==> src/rtl/switch_bank_pkg.sv <==
// Shared constants and helpers for the switch bank: synchroniser depth and
// the counter-width helper used to size each debounce counter.
package switch_pkg;

  // Depth of the metastability synchroniser in front of each debouncer.
  localparam int SYNC_STAGES = 2;

  // Number of bits needed to hold values 0..value-1, never less than 1.
  function automatic int clog2(input int value);
    int result;
    int remaining;
    result    = 0;
    remaining = value - 1;
    while (remaining > 0) begin
      result++;
      remaining = remaining >> 1;
    end
    if (result == 0) result = 1;
    return result;
  endfunction

endpackage

==> src/rtl/switch_bank_if.sv <==
// Bundle of the per-channel bank signals. The master side drives the raw
// inputs and controls; the slave side (the bank) returns debounced outputs
// and event pulses.
interface switch_bank_if #(
  parameter int WIDTH = 4
);
  logic             en;
  logic [WIDTH-1:0] invert;
  logic [WIDTH-1:0] inp;
  logic [WIDTH-1:0] out;
  logic [WIDTH-1:0] rise;
  logic [WIDTH-1:0] fall;

  modport master (
    output en, invert, inp,
    input  out, rise, fall
  );

  modport slave (
    input  en, invert, inp,
    output out, rise, fall
  );
endinterface

==> src/rtl/switch_bank_channel.sv <==
// One switch channel: synchronise a raw asynchronous input, accept a new
// level only after it has been stable for DEBOUNCE enabled cycles, and emit
// one-cycle rise/fall pulses whenever the accepted level changes.
module switch_channel
  import switch_pkg::*;
#(
  parameter int DEBOUNCE = 4
) (
  input  logic clk,
  input  logic rst_n,
  input  logic en,
  input  logic invert,
  input  logic inp,
  output logic out,
  output logic rise,
  output logic fall
);

  localparam int             CW       = clog2(DEBOUNCE + 1);
  localparam logic [CW-1:0]  CNT_LAST = CW'(DEBOUNCE - 1);

  logic [SYNC_STAGES-1:0] sync_q, sync_d;
  logic                   level_q, level_d;
  logic [CW-1:0]          cnt_q, cnt_d;
  logic                   rise_q, rise_d;
  logic                   fall_q, fall_d;
  logic                   s2;

  // The last synchroniser stage is the only safe view of the raw input.
  assign s2 = sync_q[SYNC_STAGES-1];

  // Next state: the synchroniser always shifts; the debouncer counts only
  // while enabled and resets its count whenever the input agrees with level.
  always_comb begin
    sync_d  = {sync_q[SYNC_STAGES-2:0], inp};
    level_d = level_q;
    cnt_d   = '0;
    rise_d  = 1'b0;
    fall_d  = 1'b0;
    if (en) begin
      if (s2 == level_q) begin
        cnt_d = '0;
      end else if (cnt_q == CNT_LAST) begin
        level_d = s2;
        cnt_d   = '0;
        rise_d  = s2;
        fall_d  = ~s2;
      end else begin
        cnt_d = cnt_q + CW'(1);
      end
    end
  end

  // State register with synchronous active-low clear of every flop.
  always_ff @(posedge clk) begin
    if (!rst_n) begin
      sync_q  <= '0;
      level_q <= 1'b0;
      cnt_q   <= '0;
      rise_q  <= 1'b0;
      fall_q  <= 1'b0;
    end else begin
      sync_q  <= sync_d;
      level_q <= level_d;
      cnt_q   <= cnt_d;
      rise_q  <= rise_d;
      fall_q  <= fall_d;
    end
  end

  // Output polarity is selectable without disturbing the debounced level.
  assign out  = level_q ^ invert;
  assign rise = rise_q;
  assign fall = fall_q;

endmodule

==> src/rtl/switch_bank.sv <==
// Bank of WIDTH independent debounced switch channels sharing one clock,
// reset and enable.
module switch_bank
  import switch_pkg::*;
#(
  parameter int WIDTH    = 4,
  parameter int DEBOUNCE = 4
) (
  input  logic          clk,
  input  logic          rst_n,
  switch_bank_if.slave  bus
);

  logic [WIDTH-1:0] outVec;
  logic [WIDTH-1:0] riseVec;
  logic [WIDTH-1:0] fallVec;

  for (genvar g = 0; g < WIDTH; g++) begin : gChannel
    switch_channel #(
      .DEBOUNCE (DEBOUNCE)
    ) uChannel (
      .clk    (clk),
      .rst_n  (rst_n),
      .en     (bus.en),
      .invert (bus.invert[g]),
      .inp    (bus.inp[g]),
      .out    (outVec[g]),
      .rise   (riseVec[g]),
      .fall   (fallVec[g])
    );
  end

  assign bus.out  = outVec;
  assign bus.rise = riseVec;
  assign bus.fall = fallVec;

endmodule

==> src/flat_wrapper.sv <==
// flat-port wrapper written by rule: the top's interface ports become plain ports
module switch_bank_flat import switch_pkg::*;
#(
  parameter int WIDTH    = 4,
  parameter int DEBOUNCE = 4
)
  (clk, rst_n, bus_en, bus_invert, bus_inp, bus_out, bus_rise, bus_fall);
  switch_bank_if #(.WIDTH(WIDTH)) bus_i ();
  input  logic clk;
  input  logic rst_n;
  input wire logic [$bits(bus_i.en)-1:0] bus_en;
  input wire logic [$bits(bus_i.invert)-1:0] bus_invert;
  input wire logic [$bits(bus_i.inp)-1:0] bus_inp;
  output wire logic [$bits(bus_i.out)-1:0] bus_out;
  output wire logic [$bits(bus_i.rise)-1:0] bus_rise;
  output wire logic [$bits(bus_i.fall)-1:0] bus_fall;
  assign bus_i.en = bus_en;
  assign bus_i.invert = bus_invert;
  assign bus_i.inp = bus_inp;
  assign bus_out = bus_i.out;
  assign bus_rise = bus_i.rise;
  assign bus_fall = bus_i.fall;
  switch_bank #(.WIDTH(WIDTH), .DEBOUNCE(DEBOUNCE)) u_core (.clk(clk), .rst_n(rst_n), .bus(bus_i));
endmodule
==> config.mk <==
export PLATFORM = sky130hd
export DESIGN_NAME = switch_bank_flat
export DESIGN_NICKNAME = d
export VERILOG_FILES = /design/src/rtl/switch_bank_pkg.sv /design/src/rtl/switch_bank_if.sv /design/src/rtl/switch_bank_channel.sv /design/src/rtl/switch_bank.sv /design/src/flat_wrapper.sv
export SDC_FILE = /design/constraint.sdc
export NUM_CORES = 1
export LEC_CHECK = 0
export BUFFER_PORTS_ARGS = -buffer_cell sky130_fd_sc_hd__buf_2
export CAP_MARGIN = 20
export CORE_AREA = 5 5 54 56
export DETAILED_ROUTE_END_ITERATION = 7
export DIE_AREA = 0 0 59 61
export PLACE_DENSITY = 0.77
export SLEW_MARGIN = 5
export SYNTH_ARGS = -nofsm -noshare
export SYNTH_HDL_FRONTEND = slang
export SYNTH_SLANG_ARGS = --single-unit
==> constraint.sdc <==
create_clock -name clk -period 2.4 [get_ports clk]
set_input_delay 0.12 -clock clk [delete_from_list [all_inputs] [get_ports clk]]
set_output_delay 0.12 -clock clk [all_outputs]
set_load 0.02 [all_outputs]
==> results of run 1 <==
==> critical path, stage by stage (launching register included) <==
cell	delay (ps)
dfxtp_1	330
ha_1	200
ha_1	230
nand3b_1	200
nor3b_1	180
==> final cells by class <==
cell class                 instances  area [µm²]
clock buffer                       6        51.3
clock inverter                     2        10.0
fill                             222         983
inverter                           4        15.0
multi-input combinational         66         499
sequential                        32         641
tap                               30        37.5
timing repair buffer              26         150
==> per-layer routing <==
metal	up-vias	share of wire [%]	track usage [%]
li1	415	-	-
met1	365	42	12.7
met2	16	50	21.1
met3	5	6.2	4.47
met4	0	1.7	7.12
met5	-	0	0
==> stage by stage <==
step	setup WS (ps)	area, µm²	instances
finish	1180	1400	166
global route	1070	1400	166
CTS	1150	1400	166
detailed placement	1180	1300	154
global placement	1270	1300	154
floorplan	1300	1260	117
==> repair_timing <==
action	CTS	global route
endpoints found under the hold margin	4	0
hold buffers	4	0
gates resized for setup	0	0
endpoints found under the setup margin	0	0
==> path summary, 6_finish.rpt <==
kind         cells past startpoint                              endpoint  slack, ps                            startpoint
min                              3      u_core.gChannel[1].uChannel.fall        170                                bus_en
max reg2reg                      4  u_core.gChannel[3].uChannel.cnt_q[1]       1180  u_core.gChannel[3].uChannel.cnt_q[0]
max                              4  u_core.gChannel[3].uChannel.cnt_q[1]       1180  u_core.gChannel[3].uChannel.cnt_q[0]
min reg2reg                      1  u_core.gChannel[1].uChannel.cnt_q[0]        430  u_core.gChannel[1].uChannel.cnt_q[0]
==> layout by cell type (no fill, tap or decap), types with 5 or more instances in the layout <==
cell type / n
dfxtp_1: 32
clkbuf_4: 5
nand2_1: 12
buf_2: 22
nor3b_1: 9
and2_1: 8
nor4_1: 6
ha_1: 8
==> logic make-up (layout without fill, tap and decap cells) <==
logic type	Yosys count	in the layout	share of synthesized area [%]
AND/OR/NAND/NOR	46	46	22.9
flip-flops	32	32	50.7
buffers and inverters	19	38	9.80
adder cells (fa/ha/maj)	8	8	7.92
XOR/XNOR	8	8	5.54
multiplexers	4	4	3.17
==> power by group through the flow <==
stage / Clock (mW) / Combinational (mW) / Sequential, mW
6_report: 0.312 / 0.0451 / 0.542
5_1_grt: 0.354 / 0.0501 / 0.543
4_1_cts: 0.329 / 0.0454 / 0.542
3_5_place_dp: 0 / 0.0404 / 0.555
3_3_place_gp: 0 / 0.0392 / 0.554
2_1_floorplan: 0 / 0.0320 / 0.554
==> registers in the layout (all words and copies together) (netlist names) <==
signal / count
u_core.gChannel.uChannel.rise: 4
u_core.gChannel.uChannel.fall: 4
u_core.gChannel.uChannel.sync_q: 8
u_core.gChannel.uChannel.level_q: 4
u_core.gChannel.uChannel.cnt_q: 12
==> reports/qor.csv, run 1 <==
stage,metric,value,unit
floorplanning,# rows,18,
clock_network,H-tree levels,2,
yosys,synthesized area,1260,µm²
power,Lkg Pwr,0.597,nW
timing,max-slew violations,0,
detailed_routing,vias post-DR,801,
worst_setup_path,critical path class,reg -> reg,
detailed_routing,drt wl/cell,11.0,µm
clock_network,postcts setup bufs,0,
power,overall power,0.900,mW
yosys,"area leader, netlist",dfxtp_1,
timing,setup TNS,0,ps
global_route,largest net degree at the start of global routing,23,
clock_network,"Clk pin slew, worst setup/hold paths",90,ps
yosys,synth unique cells,17,
floorplanning,Die W,59,µm
timing,fin crit share,50.6,%
yosys,ranking of synthesized cells by area,"dfxtp_1 51%, buf_4 8.3%, ha_1 7.9%",
clock_network,"Clk Latency, worst-skew pair",320,ps
yosys,Synth top area share,50.7,%
clock_network,CTS Buf Count,5,
power,PD cells,641,nW/µm²
yosys,synth cell count leaders,"32 x dfxtp_1, 14 x buf_4, 12 x nand2_1",
layout,ratio of cells with drive above 1 in the final layout,25.0,%
yosys,Syn Area/Cell,10.8,µm²
timing,Layout Skew,2.35,ps
global_route,total grt overflow,0,
floorplanning,Initial Util,52.9,%
global_route,global-route wire length before repair,3220,µm
place,RePlAce Congestion,0.657,
place,Detail Placement HPWL,1330,µm
yosys,sequential-to-total area share from yosys stat,50.7,%
clock_network,Root Driver,clkbuf_4,
floorplanning,Die ar.,3600,µm²
power,switch share,22.4,%
floorplanning,Boundary Pins,23,
layout,Area growth syn-to-layout,11.1,%
power,Comb pwr share,5.0,%
run,max_cap viols,0,
global_route,gr usage total,12.2,%
timing,Worst Max-Slew Pin Slew,331,ps
timing,min Tclk post-route,1220,ps
power,VDD IR-drop max,353,µV
timing,final hold violations,0,
layout,diodes inserted,0,
global_route,initial antenna violation count,0,
yosys,"EDFF count, synth",0,
yosys,Post-Syn Instances,117,
place,PortBufs,22,
power,Seq pwr share,60.3,%
layout,Finished Core Util,58.8,%
detailed_routing,Post-Route WL,1830,µm
detailed_routing,antenna-violating nets left,0,
power,Pint,0.698,mW
timing,relative slew slack,78.0,%
status,status,"finished, final reports clean",
detailed_routing,vias per cell,4.83,
power,Clock power frac,34.7,%
timing,Hold WS,168,ps
yosys,syn_nets,136,
worst_setup_path,type of origin of the critical path,flop,
clock_network,CTS max path bufs,2,
power,Sw Pwr,0.202,mW
floorplanning,core area,2390,µm²
worst_setup_path,Setup crit end kind,flop,
timing,f_max,0.823,GHz
yosys,async set-reset flop share out of synthesis,0,%
worst_setup_path,worst-path fanout max,3,
floorplanning,Die H,61,µm
detailed_routing,DRT iter0 DRCs,6,
global_route,number of global-route vias before repair,806,
yosys,Yosys warnings,0,
min_path,Worst Hold Class,in -> reg,
yosys,Most used DFF post-synth,dfxtp_1,
timing,RSZ-0062 raised after global routing,no,
clock_network,CTS sink count,32,
yosys,"count leader, synth",dfxtp_1,
detailed_routing,DR DRC count,0,
clock_network,CTS tree,built,
layout,"Net count, final",154,
yosys,Yosys reg bits,32,
timing,"Setup violations, final",0,
worst_setup_path,Worst Path Arrival,1470,ps
worst_setup_path,Worst Path Required,2650,ps
detailed_routing,First-pass DRT Iterations,4,
No activity file was read; power rests on OpenSTA's default activity.
==> run 2: changes to the inputs <==
--- a/config.mk
+++ b/config.mk
@@ -7,10 +7,10 @@
 export LEC_CHECK = 0
 export BUFFER_PORTS_ARGS = -buffer_cell sky130_fd_sc_hd__buf_2
 export CAP_MARGIN = 20
-export CORE_AREA = 5 5 54 56
+export CORE_AREA = 5 5 58 60
 export DETAILED_ROUTE_END_ITERATION = 7
-export DIE_AREA = 0 0 59 61
-export PLACE_DENSITY = 0.77
+export DIE_AREA = 0 0 63 65
+export PLACE_DENSITY = 0.7
 export SLEW_MARGIN = 5
 export SYNTH_ARGS = -nofsm -noshare
 export SYNTH_HDL_FRONTEND = slang
==> constraint.sdc (replaced) <==
create_clock -name clk -period 1.1 [get_ports clk]
set_input_delay 0.055 -clock clk [delete_from_list [all_inputs] [get_ports clk]]
set_output_delay 0.055 -clock clk [all_outputs]
set_load 0.02 [all_outputs]
==> reports/qor.csv, run 2 (synthesized netlist as in run 1, its figures left out) <==
stage,metric,value,unit,change
status,status,finished with violations,,"was finished, final reports clean"
status,failing checks,negative setup slack,,
detailed_routing,First-pass DRT Iterations,4,,unchanged
clock_network,CTS tree,built,,unchanged
worst_setup_path,Worst Path Arrival,1410,ps,was 1470 ps
timing,f_max,0.871,GHz,was 0.823 GHz
floorplanning,core area,2880,µm²,was 2390 µm²
place,Detail Placement HPWL,1350,µm,was 1330 µm
detailed_routing,Post-Route WL,1970,µm,was 1830 µm
clock_network,CTS Buf Count,5,,unchanged
worst_setup_path,"Top cell by count, worst path",ha_4,,was ha_1
detailed_routing,DR DRC count,0,,unchanged
worst_setup_path,Setup crit end kind,flop,,unchanged
clock_network,CTS sink count,32,,unchanged
layout,Area growth syn-to-layout,30.8,%,was 11.1%
clock_network,"Clk pin slew, worst setup/hold paths",90,ps,about the same
timing,fin crit share,104,%,was 50.6%
timing,final hold violations,0,,unchanged
timing,"Setup violations, final",4,,was 0
layout,"commonest cells after routing, fill and taps aside","24 x dfxtp_1, 18 x buf_2, 12 x nand2_1",,"was 32 x dfxtp_1, 22 x buf_2, 12 x nand2_1"
detailed_routing,drt wl/cell,11.5,µm,was 11.0 µm
layout,max reg flops,12,,unchanged
layout,Final Cell Area,1650,µm²,was 1400 µm²
worst_setup_path,CP bufs+invs,0,,unchanged
timing,relative slew slack,67.6,%,was 78.0%
global_route,largest net degree at the start of global routing,23,,unchanged
worst_setup_path,Worst Path Required,1360,ps,was 2650 ps
worst_setup_path,worst-path fanout max,3,,unchanged
layout,Regs by FF count,"u_core.gChannel.uChannel.cnt_q x12, u_core.gChannel.uChannel.sync_q x8",,unchanged
global_route,gr usage total,11.1,%,was 12.2%
power,overall power,2.26,mW,was 0.900 mW
detailed_routing,vias post-DR,824,,was 801
worst_setup_path,slowest CP cell,dfxtp_2,,was dfxtp_1
timing,min Tclk post-route,1150,ps,was 1220 ps
worst_setup_path,Crit path max-delay family,simple AND/OR/NAND/NOR gates,,was adder cells
clock_network,Root Driver,clkbuf_4,,unchanged
timing,Worst Max-Slew Pin Slew,483,ps,was 331 ps
floorplanning,# rows,20,,was 18
clock_network,CTS max path bufs,2,,unchanged
clock_network,"Clk Latency, worst-skew pair",320,ps,about the same
floorplanning,Die H,65,µm,was 61 µm
run,max_cap viols,0,,unchanged
floorplanning,Die ar.,4100,µm²,was 3600 µm²
detailed_routing,DRT iter0 DRCs,2,,was 6
power,VDD IR-drop max,1150,µV,was 353 µV
place,PortBufs,22,,unchanged
layout,Top reg by flops,u_core.gChannel.uChannel.cnt_q,,unchanged
global_route,total grt overflow,0,,unchanged
timing,Layout Skew,4.79,ps,was 2.35 ps
detailed_routing,vias per cell,4.82,,was 4.83
power,PD cells,1360,nW/µm²,was 641 nW/µm²
timing,fin worst setup slack,-48.6,ps,was 1180 ps
global_route,initial antenna violation count,0,,unchanged
worst_setup_path,type of origin of the critical path,flop,,unchanged
layout,"Net count, final",156,,was 154
power,Lkg Pwr,0.625,nW,was 0.597 nW
floorplanning,Die W,63,µm,was 59 µm
floorplanning,Boundary Pins,23,,unchanged
worst_setup_path,max incr delay on CP,350,ps,was 330 ps
layout,ratio of cells with drive above 1 in the final layout,47.1,%,was 25.0%
layout,diodes inserted,0,,unchanged
place,RePlAce Congestion,0.666,,was 0.657
global_route,number of global-route vias before repair,808,,was 806
layout,"most common cell after layout, fill and taps aside",dfxtp_1,,unchanged
place,Post-DP Area,1310,µm²,was 1300 µm²
floorplanning,Initial Util,43.9,%,was 52.9%
timing,RSZ-0062 raised after global routing,yes,,was no
worst_setup_path,crit path cell chain,"ha_4, ha_4, nand3b_1, nor3b_2",,"was ha_1, ha_1, nand3b_1, nor3b_1"
global_route,global-route wire length before repair,3440,µm,was 3220 µm
clock_network,H-tree levels,2,,unchanged
timing,max-slew violations,0,,unchanged
worst_setup_path,critical path class,reg -> reg,,unchanged
detailed_routing,antenna-violating nets left,0,,unchanged
min_path,Worst Hold Class,in -> reg,,unchanged
-- run 2: changes by cell type in the layout (fill, tap and decap cells not counted), sizes merged --
cell / delta
clkinv: -2
bufinv: +1
clkbuf: +1
buf: +2
-- run 2: cell type report --
class,instances,area [µm²]
Clock buffer,7,65.1
Clock inverter,1,30.0
Fill cell,244,1220
Inverter,4,15.0
Multi-Input combinational cell,66,666
Sequential cell,32,661
Tap cell,33,41.3
Timing Repair Buffer,28,175
-- run 2: power breakdown --
group / leakage [nW] / internal, mW / total, mW / switching [mW]
clock network: 0.0515 / 0.603 / 0.969 / 0.366
logic: 0.309 / 0.0526 / 0.111 / 0.0587
registers: 0.265 / 1.16 / 1.17 / 0.0107
-- run 2: final timing paths --
| kind | startpoint | to | slack, ps | depth (start not counted) |
|---|---|---|---|---|
| min | bus_en | u_core.gChannel[0].uChannel.level_q | 90 | 3 |
| max | u_core.gChannel[3].uChannel.cnt_q[0] | u_core.gChannel[3].uChannel.cnt_q[1] | -50 | 4 |
| max reg2reg | u_core.gChannel[3].uChannel.cnt_q[0] | u_core.gChannel[3].uChannel.cnt_q[1] | -50 | 4 |
| min reg2reg | u_core.gChannel[2].uChannel.cnt_q[0] | u_core.gChannel[2].uChannel.cnt_q[0] | 410 | 1 |
-- run 2: what timing repair did --
action / 4_1_cts / 5_1_grt
endpoints found under the setup margin: 25 / 20
resized for setup: 25 / 19
buffers inserted: 0 / 2
hold buffers: 4 / 0
endpoints found under the hold margin: 4 / 0
pin swaps: 6 / 3
-- run 2: per-stage QoR --
stage	std cells	setup WS (ps)	hold slack, ps	setup TNS (ps)	utilization [%]
finish	171	-48.6	87.5	-80.1	57.4
global route	171	-105	75.4	-652	57.4
CTS	169	-26.4	81.0	-64.5	54.1
detailed placement	157	-90.1	266	-591	45.5
global placement	157	-18.6	262	-22.0	45.5
floorplan	117	8.90	182	0	-
-- run 2: worst reg2reg max path, delay by kind of cell, from the launching register on --
| family | cells | cell delay, ps |
|---|---|---|
| adder cells (fa/ha/maj) | 2 | 310 |
| flip-flops | 1 | 350 |
| AND/OR/NAND/NOR | 2 | 420 |
-- run 2: metal layers --
metal | global-route usage (%) | routed length [µm] | vias up
met3 | 5.89 | 133 | 5
met1 | 10.5 | 823 | 376
met2 | 19.0 | 970 | 18
li1 | - | - | 425
met4 | 6.37 | 39 | 0
met5 | 0 | 0 | -
